[config.mk]
export PLATFORM = sky130hd
export DESIGN_NAME = bcd_mul_arb4_flat
export DESIGN_NICKNAME = d
export VERILOG_FILES = /design/src/rtl/bcd_mul_arb4_if.sv /design/src/rtl/bcd_mul_arb4.sv /design/src/flat_wrapper.sv
export SDC_FILE = /design/constraint.sdc
export NUM_CORES = 1
export LEC_CHECK = 0
export BUFFER_PORTS_ARGS = -buffer_cell sky130_fd_sc_hd__buf_2
export CAP_MARGIN = 40
export CORE_MARGIN = 8
export CORE_UTILIZATION = 48
export DETAILED_ROUTE_END_ITERATION = 6
export GPL_TIMING_DRIVEN = 0
export PLACE_DENSITY = 0.76
export REMOVE_ABC_BUFFERS = 1
export SKIP_CTS_REPAIR_TIMING = 1
export SLEW_MARGIN = 20
export SYNTH_ARGS = -nofsm -noshare
export SYNTH_HDL_FRONTEND = slang
export SYNTH_SLANG_ARGS = --single-unit
[constraint.sdc]
create_clock -name clk -period 5.14 [get_ports clk]
set_input_delay 0 -clock clk [delete_from_list [all_inputs] [get_ports clk]]
set_output_delay 0 -clock clk [all_outputs]
set_load 0.02 [all_outputs]
[src/rtl/bcd_mul_arb4_if.sv]
// Request/grant and result bus of the shared digit multiplier.
// master = client side (requesters and result consumer), slave = the block.
interface bcd_mul_arb4_if;
  logic [3:0] req;
  logic [3:0] a0, a1, a2, a3;
  logic [3:0] b0, b1, b2, b3;
  logic [3:0] gnt;
  logic       out_valid;
  logic       out_ready;
  logic [7:0] out_y;
  logic [1:0] out_id;
  logic       out_err;

  modport master (
    output req, a0, a1, a2, a3, b0, b1, b2, b3, out_ready,
    input  gnt, out_valid, out_y, out_id, out_err
  );

  modport slave (
    input  req, a0, a1, a2, a3, b0, b1, b2, b3, out_ready,
    output gnt, out_valid, out_y, out_id, out_err
  );
endinterface

[src/rtl/bcd_mul_arb4.sv]
// Four-requester round-robin arbiter in front of one shared 4x4 multiplier.
// S1 captures the granted operands, S2 registers the 8-bit product, tagged
// with the requester id, under valid/ready backpressure.
// Optional feature: define BCD_MUL_ARB_DIGIT_CHECK_EN to flag operands > 9
// as invalid decimal digits (product forced to 0, out_err set).
module bcd_mul_arb4 (
  input  logic          clk,
  input  logic          reset,
  bcd_mul_arb4_if.slave bus
);

  // Stage 1: captured operands
  logic       r_s1_valid;
  logic [3:0] r_s1_a;
  logic [3:0] r_s1_b;
  logic [1:0] r_s1_id;
  // Round-robin pointer: last granted requester
  logic [1:0] r_ptr;
  // Stage 2: output register
  logic       r_out_valid;
  logic [7:0] r_out_y;
  logic [1:0] r_out_id;
  logic       r_out_err;

  logic       w_adv2;
  logic       w_acc1;
  logic       w_any;
  logic [1:0] w_win;
  logic [1:0] w_scan;
  logic [3:0] w_gnt;
  logic [3:0] w_sel_a;
  logic [3:0] w_sel_b;
  logic [7:0] w_prod;
  logic [7:0] w_y;
  logic       w_bad;

  assign w_adv2 = !r_out_valid || bus.out_ready;
  assign w_acc1 = !r_s1_valid || w_adv2;

  // Round-robin search: scan ptr+4 (= ptr, lowest priority) down to ptr+1 so
  // the nearest requester above ptr overwrites and wins.
  always_comb begin
    // NOTE: every always_comb output gets a default first so no path leaves
    // it unassigned and infers a latch.
    w_any  = 1'b0;
    w_win  = 2'd0;
    w_scan = 2'd0;
    for (int k = 4; k >= 1; k--) begin
      w_scan = r_ptr + 2'(k);
      if (bus.req[w_scan]) begin
        w_any = 1'b1;
        w_win = w_scan;
      end
    end
  end

  // Grant only when S1 can take it; held off while reset is asserted.
  assign w_gnt   = (w_any && w_acc1 && !reset) ? (4'b0001 << w_win) : 4'b0000;
  assign bus.gnt = w_gnt;

  // Operand mux for the winning requester
  always_comb begin
    w_sel_a = bus.a0;
    w_sel_b = bus.b0;
    case (w_win)
      2'd1:    begin w_sel_a = bus.a1; w_sel_b = bus.b1; end
      2'd2:    begin w_sel_a = bus.a2; w_sel_b = bus.b2; end
      2'd3:    begin w_sel_a = bus.a3; w_sel_b = bus.b3; end
      default: begin w_sel_a = bus.a0; w_sel_b = bus.b0; end
    endcase
  end

  // Full-width unsigned product, 0..225
  assign w_prod = {4'd0, r_s1_a} * {4'd0, r_s1_b};

`ifdef BCD_MUL_ARB_DIGIT_CHECK_EN
  assign w_bad = (r_s1_a > 4'd9) || (r_s1_b > 4'd9);
  assign w_y   = w_bad ? 8'd0 : w_prod;
`else
  assign w_bad = 1'b0;
  assign w_y   = w_prod;
`endif

  // Stage 1 capture and pointer update on grant
  always_ff @(posedge clk or posedge reset) begin
    if (reset) begin
      r_s1_valid <= 1'b0;
      r_s1_a     <= 4'd0;
      r_s1_b     <= 4'd0;
      r_s1_id    <= 2'd0;
      r_ptr      <= 2'd3;
    end else if (w_acc1) begin
      // NOTE: non-blocking assignments so every register samples pre-edge
      // values regardless of statement order.
      if (w_gnt != 4'b0000) begin
        r_s1_valid <= 1'b1;
        r_s1_a     <= w_sel_a;
        r_s1_b     <= w_sel_b;
        r_s1_id    <= w_win;
        r_ptr      <= w_win;
      end else begin
        r_s1_valid <= 1'b0;
      end
    end
  end

  // Stage 2 output register, holds while the consumer stalls
  always_ff @(posedge clk or posedge reset) begin
    if (reset) begin
      r_out_valid <= 1'b0;
      r_out_y     <= 8'd0;
      r_out_id    <= 2'd0;
      r_out_err   <= 1'b0;
    end else if (w_adv2) begin
      r_out_valid <= r_s1_valid;
      r_out_y     <= w_y;
      r_out_id    <= r_s1_id;
      r_out_err   <= w_bad;
    end
  end

  assign bus.out_valid = r_out_valid;
  assign bus.out_y     = r_out_y;
  assign bus.out_id    = r_out_id;
  assign bus.out_err   = r_out_err;

endmodule
[src/flat_wrapper.sv]
// flat-port wrapper written by rule: the top's interface ports become plain ports
module bcd_mul_arb4_flat 
  (clk, reset, bus_req, bus_a0, bus_a1, bus_a2, bus_a3, bus_b0, bus_b1, bus_b2, bus_b3, bus_out_ready, bus_gnt, bus_out_valid, bus_out_y, bus_out_id, bus_out_err);
  bcd_mul_arb4_if bus_i ();
  input  logic clk;
  input  logic reset;
  input wire logic [$bits(bus_i.req)-1:0] bus_req;
  input wire logic [$bits(bus_i.a0)-1:0] bus_a0;
  input wire logic [$bits(bus_i.a1)-1:0] bus_a1;
  input wire logic [$bits(bus_i.a2)-1:0] bus_a2;
  input wire logic [$bits(bus_i.a3)-1:0] bus_a3;
  input wire logic [$bits(bus_i.b0)-1:0] bus_b0;
  input wire logic [$bits(bus_i.b1)-1:0] bus_b1;
  input wire logic [$bits(bus_i.b2)-1:0] bus_b2;
  input wire logic [$bits(bus_i.b3)-1:0] bus_b3;
  input wire logic [$bits(bus_i.out_ready)-1:0] bus_out_ready;
  output wire logic [$bits(bus_i.gnt)-1:0] bus_gnt;
  output wire logic [$bits(bus_i.out_valid)-1:0] bus_out_valid;
  output wire logic [$bits(bus_i.out_y)-1:0] bus_out_y;
  output wire logic [$bits(bus_i.out_id)-1:0] bus_out_id;
  output wire logic [$bits(bus_i.out_err)-1:0] bus_out_err;
  assign bus_i.req = bus_req;
  assign bus_i.a0 = bus_a0;
  assign bus_i.a1 = bus_a1;
  assign bus_i.a2 = bus_a2;
  assign bus_i.a3 = bus_a3;
  assign bus_i.b0 = bus_b0;
  assign bus_i.b1 = bus_b1;
  assign bus_i.b2 = bus_b2;
  assign bus_i.b3 = bus_b3;
  assign bus_i.out_ready = bus_out_ready;
  assign bus_gnt = bus_i.gnt;
  assign bus_out_valid = bus_i.out_valid;
  assign bus_out_y = bus_i.out_y;
  assign bus_out_id = bus_i.out_id;
  assign bus_out_err = bus_i.out_err;
  bcd_mul_arb4 u_core (.clk(clk), .reset(reset), .bus(bus_i));
endmodule
==> flow_summary.rst, run 1 <==
.. list-table::
   :header-rows: 1

   * - Metric
     - Value
   * - Fraction of final layout cells sized beyond drive strength 1
     - 0.347
   * - Htree depth
     - 1
   * - Remaining DRCs
     - 0
   * - Fraction of the cycle the final worst path needs
     - 0.563
   * - Detailed Routing Iterations Pass 1
     - 4
   * - Port bufs
     - 53
   * - Most frequent cell on the critical path
     - sky130_fd_sc_hd__fa_1
   * - Effective utilization at floorplan
     - 0.491
   * - Master of the slowest instance on the critical path
     - sky130_fd_sc_hd__fa_1
   * - Final count of negative-setup-slack endpoints
     - 0
   * - Total grt overflow
     - 0
   * - Final Critical Period
     - 2.89 ns
   * - #FFs+latches synth
     - 24
   * - Data arrival time at the worst-slack endpoint
     - 3.10 ns
   * - Total Neg Setup Slack
     - 0 ns
   * - Unrepaired setup endpoints after global routing
     - false
   * - Max frequency
     - 345 MHz
   * - Synthesized area divided by synthesized cell count
     - 10.4 µm²
   * - Vias in the first global route
     - 1463
   * - Cell family with the largest share of critical-path delay
     - adder cells
   * - Die boundary height
     - 76.7 µm
   * - Number of design-rule violations left by the first detailed-router iteration
     - 43
   * - Total via count in the routed design
     - 1345
   * - Source-to-sink clock delay at the later pin of the worst-skew pair
     - 0.27 ns
   * - Total routed wirelength
     - 3400 µm
   * - CP peak stage delay
     - 0.54 ns
   * - Maximum capacitance violations
     - 0
   * - Top-Level Pins
     - 55
   * - Post-Synthesis Cells
     - 170
   * - Final-report hold violation count
     - 0
   * - Clock skew
     - 0.00464 ns
   * - Max-slew headroom
     - 0.499
   * - Final slew viol count
     - 0
   * - Series of cell instances along the critical path
     - nand2_1, fa_1, inv_1, fa_1, ha_1, a21o_1, a21oi_1, nor2b_1, or3_1, nand3_1
   * - Cell area reported after detailed placement
     - 2070 µm²
   * - Crit Path Class
     - flop to flop
   * - TritonCTS clock tree
     - built
   * - Netlist area before placement
     - 1770 µm²
   * - Die Area
     - 5890 µm²
   * - Endpoint kind of the worst setup timing path
     - flop
   * - Seq/Total Area, Yosys
     - 0.341
   * - Cell chosen for the clock root
     - sky130_fd_sc_hd__clkbuf_8
   * - Remaining antenna violation count after routing
     - 0
   * - Deepest clock path buffer count
     - 2
   * - Slew of the pin with the lowest slew margin
     - 0.749 ns
   * - Initial antenna violation count
     - 0
   * - First-pass GRT wire length
     - 6040 µm
   * - Biggest fanout along the worst timing path
     - 5
   * - Via density per instance
     - 4.93
   * - Required time reported for the critical path endpoint
     - 5.34 ns
   * - Outcome
     - finished clean
   * - Inserted Clock Buffers
     - 3
   * - Average routed wire per standard cell
     - 12.4 µm
   * - Peak VDD IR
     - 202 µV
   * - Clock transition at the registers of the reported paths
     - 0.09 ns
   * - Sink count of the clock tree
     - 24
   * - Diodes inserted
     - 0
   * - HPWL reported at the end of detailed placement
     - 2810 µm
   * - Total routing resource utilization after global routing
     - 0.119
   * - Area of the placeable core
     - 3610 µm²
   * - Largest net degree at the start of global routing
     - 15
   * - X dimension of the die
     - 76.7 µm
   * - PD cells
     - 578 nW/µm²
   * - Total leakage power
     - 1.15 nW
   * - Number of rows in the core area
     - 22
   * - Synth-to-layout area growth
     - 21.8%
   * - Worst min path class
     - input pin to flop
   * - Final #Nets
     - 281
   * - Syn. warnings
     - 0
   * - Critical Path Start Type
     - flop
   * - Cell variety after synth
     - 36
   * - Gp weighted congestion
     - 0.831
   * - Buffers plus inverters on the worst setup path
     - 1
   * - Final Instance Area
     - 2160 µm²
worst paths after layout:
kind                       depth (start not counted)           startpoint                   end  slack [ns]
setup / recovery                                  10     u_core.r_s1_a[0]   u_core.bus.out_y[7]        2.25
hold / removal                                     4        bus_out_ready  u_core.bus.out_id[0]        0.06
setup reg to reg                                  10     u_core.r_s1_a[0]   u_core.bus.out_y[7]        2.25
hold reg to reg                                    2  u_core.bus.out_y[1]   u_core.bus.out_y[1]        0.47
max in group asynchronous                          4                reset   u_core.bus.out_y[7]        4.39
min in group asynchronous                          3                reset      u_core.r_s1_b[0]        0.30
layer usage:
metal,up-vias,wire length [µm],track usage
met2,49,1490,0.198
met3,4,214,0.0338
met5,-,0,0
met1,603,1640,0.138
met4,0,53,0.0558
li1,689,-,-
where the power goes:
part | switching, mW | total (mW) | internal, mW
Sequential | 0.0621 | 0.340 | 0.278
Clock | 0.0601 | 0.164 | 0.104
Combinational | 0.389 | 0.742 | 0.354
Total | 0.511 | 1.25 | 0.736
flip-flops by register name (all words and copies together), names as in the netlist:
| signal | flops |
|---|---|
| u_core.bus.out_y | 8 |
| u_core.r_s1_a | 4 |
| u_core.r_s1_b | 4 |
| u_core.bus.out_id | 2 |
| u_core.r_ptr | 2 |
| u_core.r_s1_id | 2 |
| u_core.bus.out_valid | 1 |
| u_core.r_s1_valid | 1 |
Yosys cell counts (all sizes together):
cell type,number,share of area
a21oi,5,0.014
or3,2,0.0071
a221oi,1,0.0049
nor2,6,0.013
nand2b,5,0.018
and2,12,0.042
dfrtp,22,0.31
dfstp,2,0.030
conb,1,0.0021
o2111ai,1,0.0049
nor3,1,0.0028
nand2,18,0.038
o21ai,7,0.022
inv,10,0.021
and2b,1,0.0049
ha,12,0.085
nor4,1,0.0035
clkbuf,2,0.0042
mux2i,24,0.14
buf,5,0.030
xor2,3,0.015
o311ai,1,0.015
mux2,10,0.072
nor2b,5,0.018
or2,1,0.0035
o221ai,1,0.0085
a21o,3,0.013
a211oi,1,0.0071
fa,4,0.045
and3,1,0.0035
nand3,2,0.0057
per-stage QoR:
stage | cells | power, mW | util | setup WS [ns] | hold WS (ns)
after floorplan | 163 | 0.905 | - | 2.44 | 0.0131
after global placement | 264 | 1.05 | 0.564 | 2.31 | 0.239
after detailed placement | 267 | 1.09 | 0.574 | 2.24 | 0.0645
after CTS | 271 | 1.26 | 0.593 | 2.22 | -0.230
after global routing | 273 | 1.37 | 0.598 | 2.09 | 0.0840
final | 273 | 1.25 | 0.598 | 2.25 | 0.0637
worst reg2reg max path, stage by stage (launching register included):
cell	delay, ns
sky130_fd_sc_hd__dfrtp_1	0.41
sky130_fd_sc_hd__nand2_1	0.10
sky130_fd_sc_hd__fa_1	0.54
sky130_fd_sc_hd__inv_1	0.06
sky130_fd_sc_hd__fa_1	0.50
sky130_fd_sc_hd__ha_1	0.31
sky130_fd_sc_hd__a21o_1	0.18
sky130_fd_sc_hd__a21oi_1	0.22
sky130_fd_sc_hd__nor2b_1	0.09
sky130_fd_sc_hd__or3_1	0.34
sky130_fd_sc_hd__nand3_1	0.08
cells in the final DEF (no fill, tap or decap), types with 6 or more instances in the layout:
cell,instances
sky130_fd_sc_hd__inv_1,10
sky130_fd_sc_hd__nand2_1,18
sky130_fd_sc_hd__nor2_1,6
sky130_fd_sc_hd__buf_2,53
sky130_fd_sc_hd__dfrtp_1,22
sky130_fd_sc_hd__mux2i_1,24
sky130_fd_sc_hd__ha_1,12
sky130_fd_sc_hd__and2_1,12
sky130_fd_sc_hd__mux2_2,6
kinds of logic (layout without fill, tap and decap cells):
kind of cell,count (synthesis),after routing,synth area share
and+or+nand+nor,55,55,0.160
muxes,34,34,0.208
DFF,24,24,0.341
AOI/OAI and AO/OA,20,20,0.0890
buffers and inverters,17,72,0.0558
adders and majority gates,16,16,0.130
xor gates and xnor gates,3,3,0.0148
other,1,1,0.00212
cell type report:
class	instances	area [µm²]
inverters	10	37.5
repair buffers	58	317
clock buffers	3	41.3
multi-input cells	129	1070
well taps	48	60.1
fillers	325	1450
clock inverters	1	30.0
flip-flops and latches	24	603
(Power assumes the default switching activity.)
==> run 2: changes to the inputs <==
Clock period 5.14 ns to 2.9 ns, I/O delays scaled along.
==> run 2 against run 1 <==
Against the previous run:
- critical path depth did not move
- die area did not move
- non-clock buffer count rose by 3
- clock-buffer cell count did not move
- cell area rose by 1.2%
- power rose by 82%
- clock skew barely moved
- clock power rose by 78%
- largest power group unchanged
==> flow_summary.rst, run 2 (synthesis gave the netlist of run 1 again) <==
.. list-table::
   :header-rows: 1

   * - Metric
     - Value
   * - Most used cells in the layout excluding fill and tap cells
     - sky130_fd_sc_hd__buf_2 (53), sky130_fd_sc_hd__mux2i_1 (24), sky130_fd_sc_hd__dfrtp_1 (22), sky130_fd_sc_hd__nand2_1 (18)
   * - End of the worst register-to-register path
     - u_core.bus.out_y[7]
   * - CP peak stage delay
     - 0.54 ns
   * - Required time reported for the critical path endpoint
     - 3.11 ns
   * - Largest net degree at the start of global routing
     - 15
   * - FF-to-FF path depth
     - 10
   * - Fraction of the cycle the final worst path needs
     - 0.958
   * - Die Area
     - 5890 µm²
   * - Remaining DRCs
     - 0
   * - Leading cell type in the layout, fill and taps excluded
     - sky130_fd_sc_hd__buf_2
   * - Area of the placeable core
     - 3610 µm²
   * - Diodes inserted
     - 0
   * - Number of flip-flops under the largest register name
     - 8
   * - Port bufs
     - 53
   * - X dimension of the die
     - 76.7 µm
   * - Startpoint of the most critical register-to-register path
     - u_core.r_s1_a[0]
   * - Total leakage power
     - 1.16 nW
   * - Peak VDD IR
     - 383 µV
   * - Clock transition at the registers of the reported paths
     - 0.09 ns
   * - Final slew viol count
     - 0
   * - Final Worst Setup Slack
     - 0.121 ns
   * - Final-layout fill cell count
     - 318
   * - Sink count of the clock tree
     - 24
   * - Synth-to-layout area growth
     - 23.3%
   * - Total via count in the routed design
     - 1366
   * - PD cells
     - 1040 nW/µm²
   * - Final #Nets
     - 284
   * - Clock skew
     - 0.00422 ns
   * - Source-to-sink clock delay at the later pin of the worst-skew pair
     - 0.27 ns
   * - Endpoint of the worst hold path
     - u_core.bus.out_id[0]
   * - Worst min path class
     - input pin to flop
   * - Final Total Pwr
     - 2.27 mW
   * - Gp weighted congestion
     - 0.831
   * - Initial antenna violation count
     - 0
   * - Top-Level Pins
     - 55
   * - HPWL reported at the end of detailed placement
     - 2810 µm
   * - Cell chosen for the clock root
     - sky130_fd_sc_hd__clkbuf_8
   * - Outcome
     - finished clean
   * - Remaining antenna violation count after routing
     - 0
   * - Via density per instance
     - 4.95
   * - Count of non-filler cells in the finished layout
     - 276
   * - Crit Path Class
     - flop to flop
   * - Final count of negative-setup-slack endpoints
     - 0
   * - Die boundary height
     - 76.7 µm
   * - Max-slew headroom
     - 0.499
   * - Deepest clock path buffer count
     - 2
   * - Inserted Clock Buffers
     - 3
   * - Endpoint kind of the worst setup timing path
     - flop
   * - Instance count after placement with tap cells included
     - 267
   * - Htree depth
     - 1
   * - Effective utilization at floorplan
     - 0.491
   * - Number of design-rule violations left by the first detailed-router iteration
     - 46
   * - Number of rows in the core area
     - 22
   * - Slew of the pin with the lowest slew margin
     - 0.750 ns
   * - Post-place setup slack
     - 0.00296 ns
   * - Setup slack of the most critical reg-to-reg path
     - 0.12 ns
   * - Average routed wire per standard cell
     - 12.6 µm
   * - Master of the slowest instance on the critical path
     - sky130_fd_sc_hd__fa_1
   * - Total grt overflow
     - 0
   * - Critical Path Start Type
     - flop
   * - Detailed Routing Iterations Pass 1
     - 4
   * - Maximum capacitance violations
     - 0
   * - Data arrival time at the worst-slack endpoint
     - 2.98 ns
   * - Final Critical Period
     - 2.78 ns
   * - First-pass GRT wire length
     - 6040 µm
   * - Fraction of final layout cells sized beyond drive strength 1
     - 0.360
   * - Hold Worst Slack
     - 0.0650 ns
   * - Vias in the first global route
     - 1463
   * - Instance count along the most critical hold path
     - 4
   * - Biggest fanout along the worst timing path
     - 4
   * - Max frequency
     - 360 MHz
   * - Total routed wirelength
     - 3470 µm
   * - Most frequent cell on the critical path
     - sky130_fd_sc_hd__fa_1
   * - Worst hold start
     - bus_out_ready
   * - Total routing resource utilization after global routing
     - 0.119
   * - TritonCTS clock tree
     - built
   * - Series of cell instances along the critical path
     - nand2_1, fa_1, inv_1, fa_1, ha_1, a21o_1, a21oi_2, nor2b_1, or3_1, nand3_1
   * - Final-report hold violation count
     - 0
-- run 2: changes by cell type in the layout (fill, tap and decap cells not counted) --
| cell | delta |
|---|---|
| sky130_fd_sc_hd__a21oi_1 | -1 |
| sky130_fd_sc_hd__buf_4 | +3 |
| sky130_fd_sc_hd__a21oi_2 | +1 |
-- run 2: stage by stage --
| stage | TNS [ns] | instance area [µm²] | util |
|---|---|---|---|
| floorplan | 0 | 1710 | - |
| global placement | 0 | 2030 | 0.564 |
| detailed placement | 0 | 2070 | 0.574 |
| CTS | -0.0172 | 2140 | 0.593 |
| global route | -0.00724 | 2180 | 0.605 |
| finish | 0 | 2180 | 0.605 |
-- run 2: worst max path at each step --
stage               cells after the start             endpoint              from  slack (ns)
global placement                       10  u_core.bus.out_y[7]  u_core.r_s1_a[0]        0.07
CTS                                    10  u_core.bus.out_y[7]  u_core.r_s1_a[0]       -0.02
global route                           10  u_core.bus.out_y[7]  u_core.r_s1_a[1]      -0.004
finish                                 10  u_core.bus.out_y[7]  u_core.r_s1_a[0]        0.12
floorplan                              10  u_core.bus.out_y[7]  u_core.r_s1_a[0]        0.20
detailed placement                     10  u_core.bus.out_y[7]  u_core.r_s1_a[0]       0.003
-- run 2: final cells by class --
cell class / count / area, µm² / area share
multi-input cells: 129 / 1070 / 0.491
clock inverters: 1 / 30.0 / 0.0138
well taps: 48 / 60.1 / 0.0275
clock buffers: 3 / 41.3 / 0.0189
flip-flops and latches: 24 / 603 / 0.276
repair buffers: 61 / 339 / 0.155
inverters: 10 / 37.5 / 0.0172
-- run 2: where the power goes --
| part | internal, mW | total, mW | switching (mW) |
|---|---|---|---|
| clock | 0.185 | 0.292 | 0.107 |
| sequential | 0.493 | 0.603 | 0.110 |
| combinational | 0.665 | 1.38 | 0.713 |
| total | 1.34 | 2.27 | 0.931 |
-- run 2: critical path, delay by kind of cell (launching register included) --
kind	cells	cell delay, ns
fa+ha+maj	3	1.35
simple gates	4	0.58
flops	1	0.39
compound gates	2	0.33
buf+inv	1	0.06
-- run 2: layer usage --
layer,GRT usage,vias to the layer above,wire length (µm),part of all wire
li1,-,694,-,-
met1,0.138,621,1680,0.48
met2,0.198,47,1530,0.44
met3,0.0338,4,207,0.060
met4,0.0558,0,53,0.015
met5,0,-,0,0
==> run 3: changes to the inputs <==
Settings changed: CORE_ASPECT_RATIO set to 0.6.
==> run 3 against run 2 <==
Against the previous run:
- the flow now finishes with violations (hold timing)
- routed wire length grew 4.3%
- clock power shrank 23%
- critical path type unchanged
- non-clock buffer count grew 1
- highest routed layer unchanged
- die area grew 1.1%
- final cell count is the same
- utilization shrank 0.089 points
==> flow_summary.rst, run 3 (synthesis gave the netlist of run 1 again) <==
.. list-table::
   :header-rows: 1

   * - Metric
     - Value
   * - Launching instance or port of the critical path
     - u_core.r_s1_a[0]
   * - X dimension of the die
     - 94.4 µm
   * - Outcome
     - complete, but fails checks
   * - Gp weighted congestion
     - 0.797
   * - Diodes inserted
     - 0
   * - Total grt overflow
     - 0
   * - Endpoint kind of the worst setup timing path
     - flop
   * - Total via count in the routed design
     - 1352
   * - Max frequency
     - 361 MHz
   * - Most used cells in the layout excluding fill and tap cells
     - sky130_fd_sc_hd__buf_2 (53), sky130_fd_sc_hd__mux2i_1 (24), sky130_fd_sc_hd__dfrtp_1 (22), sky130_fd_sc_hd__nand2_1 (18)
   * - Data arrival time at the worst-slack endpoint
     - 2.97 ns
   * - FF-to-FF path depth
     - 10
   * - Final-report hold violation count
     - 1
   * - Hold Worst Slack
     - -0.000657 ns
   * - Die Area
     - 5950 µm²
   * - End of the worst register-to-register path
     - u_core.bus.out_y[7]
   * - Remaining antenna violation count after routing
     - 0
   * - Clock transition at the registers of the reported paths
     - 0.08 ns
   * - Fraction of final layout cells sized beyond drive strength 1
     - 0.362
   * - Clock skew
     - 0.00103 ns
   * - Max-slew headroom
     - 0.459
   * - Fraction of the cycle the final worst path needs
     - 0.955
   * - Biggest fanout along the worst timing path
     - 4
   * - Inserted Clock Buffers
     - 3
   * - Worst min path class
     - input pin to flop
   * - Largest net degree at the start of global routing
     - 15
   * - Total routed wirelength
     - 3620 µm
   * - Average routed wire per standard cell
     - 13.1 µm
   * - Final-layout fill cell count
     - 308
   * - Top-Level Pins
     - 55
   * - Register Area
     - 603 µm²
   * - First-pass GRT wire length
     - 6220 µm
   * - Port bufs
     - 53
   * - Number of design-rule violations left by the first detailed-router iteration
     - 47
   * - Effective utilization at floorplan
     - 0.493
   * - Deepest clock path buffer count
     - 2
   * - Final slew viol count
     - 0
   * - Final Critical Period
     - 2.77 ns
   * - Slew of the pin with the lowest slew margin
     - 0.809 ns
   * - Vias in the first global route
     - 1370
   * - Initial antenna violation count
     - 0
   * - Final #Nets
     - 285
   * - Crit Path Class
     - flop to flop
   * - Htree depth
     - 1
   * - Instance count along the most critical hold path
     - 4
   * - Area of the placeable core
     - 3590 µm²
   * - Via density per instance
     - 4.90
   * - Detailed Routing Iterations Pass 1
     - 4
   * - Final count of negative-setup-slack endpoints
     - 0
   * - Startpoint of the most critical register-to-register path
     - u_core.r_s1_a[0]
   * - Source-to-sink clock delay at the later pin of the worst-skew pair
     - 0.26 ns
   * - Multi-input gate area
     - 1070 µm²
   * - HPWL reported at the end of detailed placement
     - 2960 µm
   * - Peak VDD IR
     - 546 µV
   * - Endpoint of the worst hold path
     - u_core.bus.out_y[0]
   * - Setup slack of the most critical reg-to-reg path
     - 0.13 ns
   * - Final Total Pwr
     - 2.21 mW
   * - Total routing resource utilization after global routing
     - 0.125
   * - Critical Path Start Type
     - flop
   * - Synth-to-layout area growth
     - 22.8%
   * - Required time reported for the critical path endpoint
     - 3.10 ns
   * - Number of flip-flops under the largest register name
     - 8
   * - Worst hold start
     - bus_out_ready
   * - Maximum capacitance violations
     - 0
   * - Number of rows in the core area
     - 17
   * - Sink count of the clock tree
     - 24
   * - Violated checks
     - hold timing
   * - Cell chosen for the clock root
     - sky130_fd_sc_hd__clkbuf_8
   * - TritonCTS clock tree
     - built
   * - Total leakage power
     - 1.16 nW
   * - Die boundary height
     - 63.0 µm
   * - Leading cell type in the layout, fill and taps excluded
     - sky130_fd_sc_hd__buf_2
   * - Remaining DRCs
     - 0
   * - PD cells
     - 1020 nW/µm²
[run 3: cell types whose count changed in the layout (fill, tap and decap cells not counted), sizes merged]
| cell | delta |
|---|---|
| clkbuf | +1 |
| buf | +1 |
| bufinv | -1 |
[run 3: layout make-up]
| type | count | share of cell area |
|---|---|---|
| tap | 47 | 0.0271 |
| multi-input combinational | 129 | 0.493 |
| inverter | 10 | 0.0173 |
| timing repair buffer | 62 | 0.159 |
| clock buffer | 4 | 0.0253 |
| sequential | 24 | 0.277 |
[run 3: metrics by stage]
stage	setup slack (ns)	util	cell area [µm²]	TNS, ns	instances
finish	0.130	0.605	2170	0	276
global route	-0.0000699	0.605	2170	-0.0000699	276
CTS	-0.00578	0.590	2120	-0.00578	270
detailed placement	0.0149	0.575	2070	0	266
global placement	0.0456	0.566	2030	0	263
floorplan	0.196	-	1710	0	163
[run 3: where the power goes]
group	switching (mW)	internal (mW)	total [mW]	leakage, nW
registers	0.113	0.493	0.605	0.283
clock network	0.103	0.121	0.224	0.0288
logic	0.714	0.664	1.38	0.847
total	0.929	1.28	2.21	1.16
[run 3: worst max path at each step]
| stage | endpoint | slack [ns] | cells after the start |
|---|---|---|---|
| 2_1_floorplan | u_core.bus.out_y[7] | 0.20 | 10 |
| 3_3_place_gp | u_core.bus.out_y[7] | 0.05 | 10 |
| 3_5_place_dp | u_core.bus.out_y[7] | 0.01 | 10 |
| 4_1_cts | u_core.bus.out_y[7] | -0.006 | 10 |
| 5_1_grt | u_core.bus.out_y[7] | -0.00007 | 10 |
| 6_report | u_core.bus.out_y[7] | 0.13 | 10 |
[run 3: worst max-delay path, stage by stage, from the launching register on]
cell and delay, ns:
sky130_fd_sc_hd__dfrtp_1 0.40, sky130_fd_sc_hd__nand2_1 0.10, sky130_fd_sc_hd__fa_1 0.53, sky130_fd_sc_hd__inv_1 0.05, sky130_fd_sc_hd__fa_1 0.47, sky130_fd_sc_hd__ha_1 0.30
sky130_fd_sc_hd__a21o_1 0.19, sky130_fd_sc_hd__a21oi_2 0.17, sky130_fd_sc_hd__nor2b_1 0.08, sky130_fd_sc_hd__or3_1 0.34, sky130_fd_sc_hd__nand3_1 0.08
[run 3: routing by layer]
layer / global-route usage / wire length [µm]
met1: 0.174 / 1770
met2: 0.188 / 1520
met3: 0.0348 / 321
met4: 0.0236 / 12
met5: 0 / 0
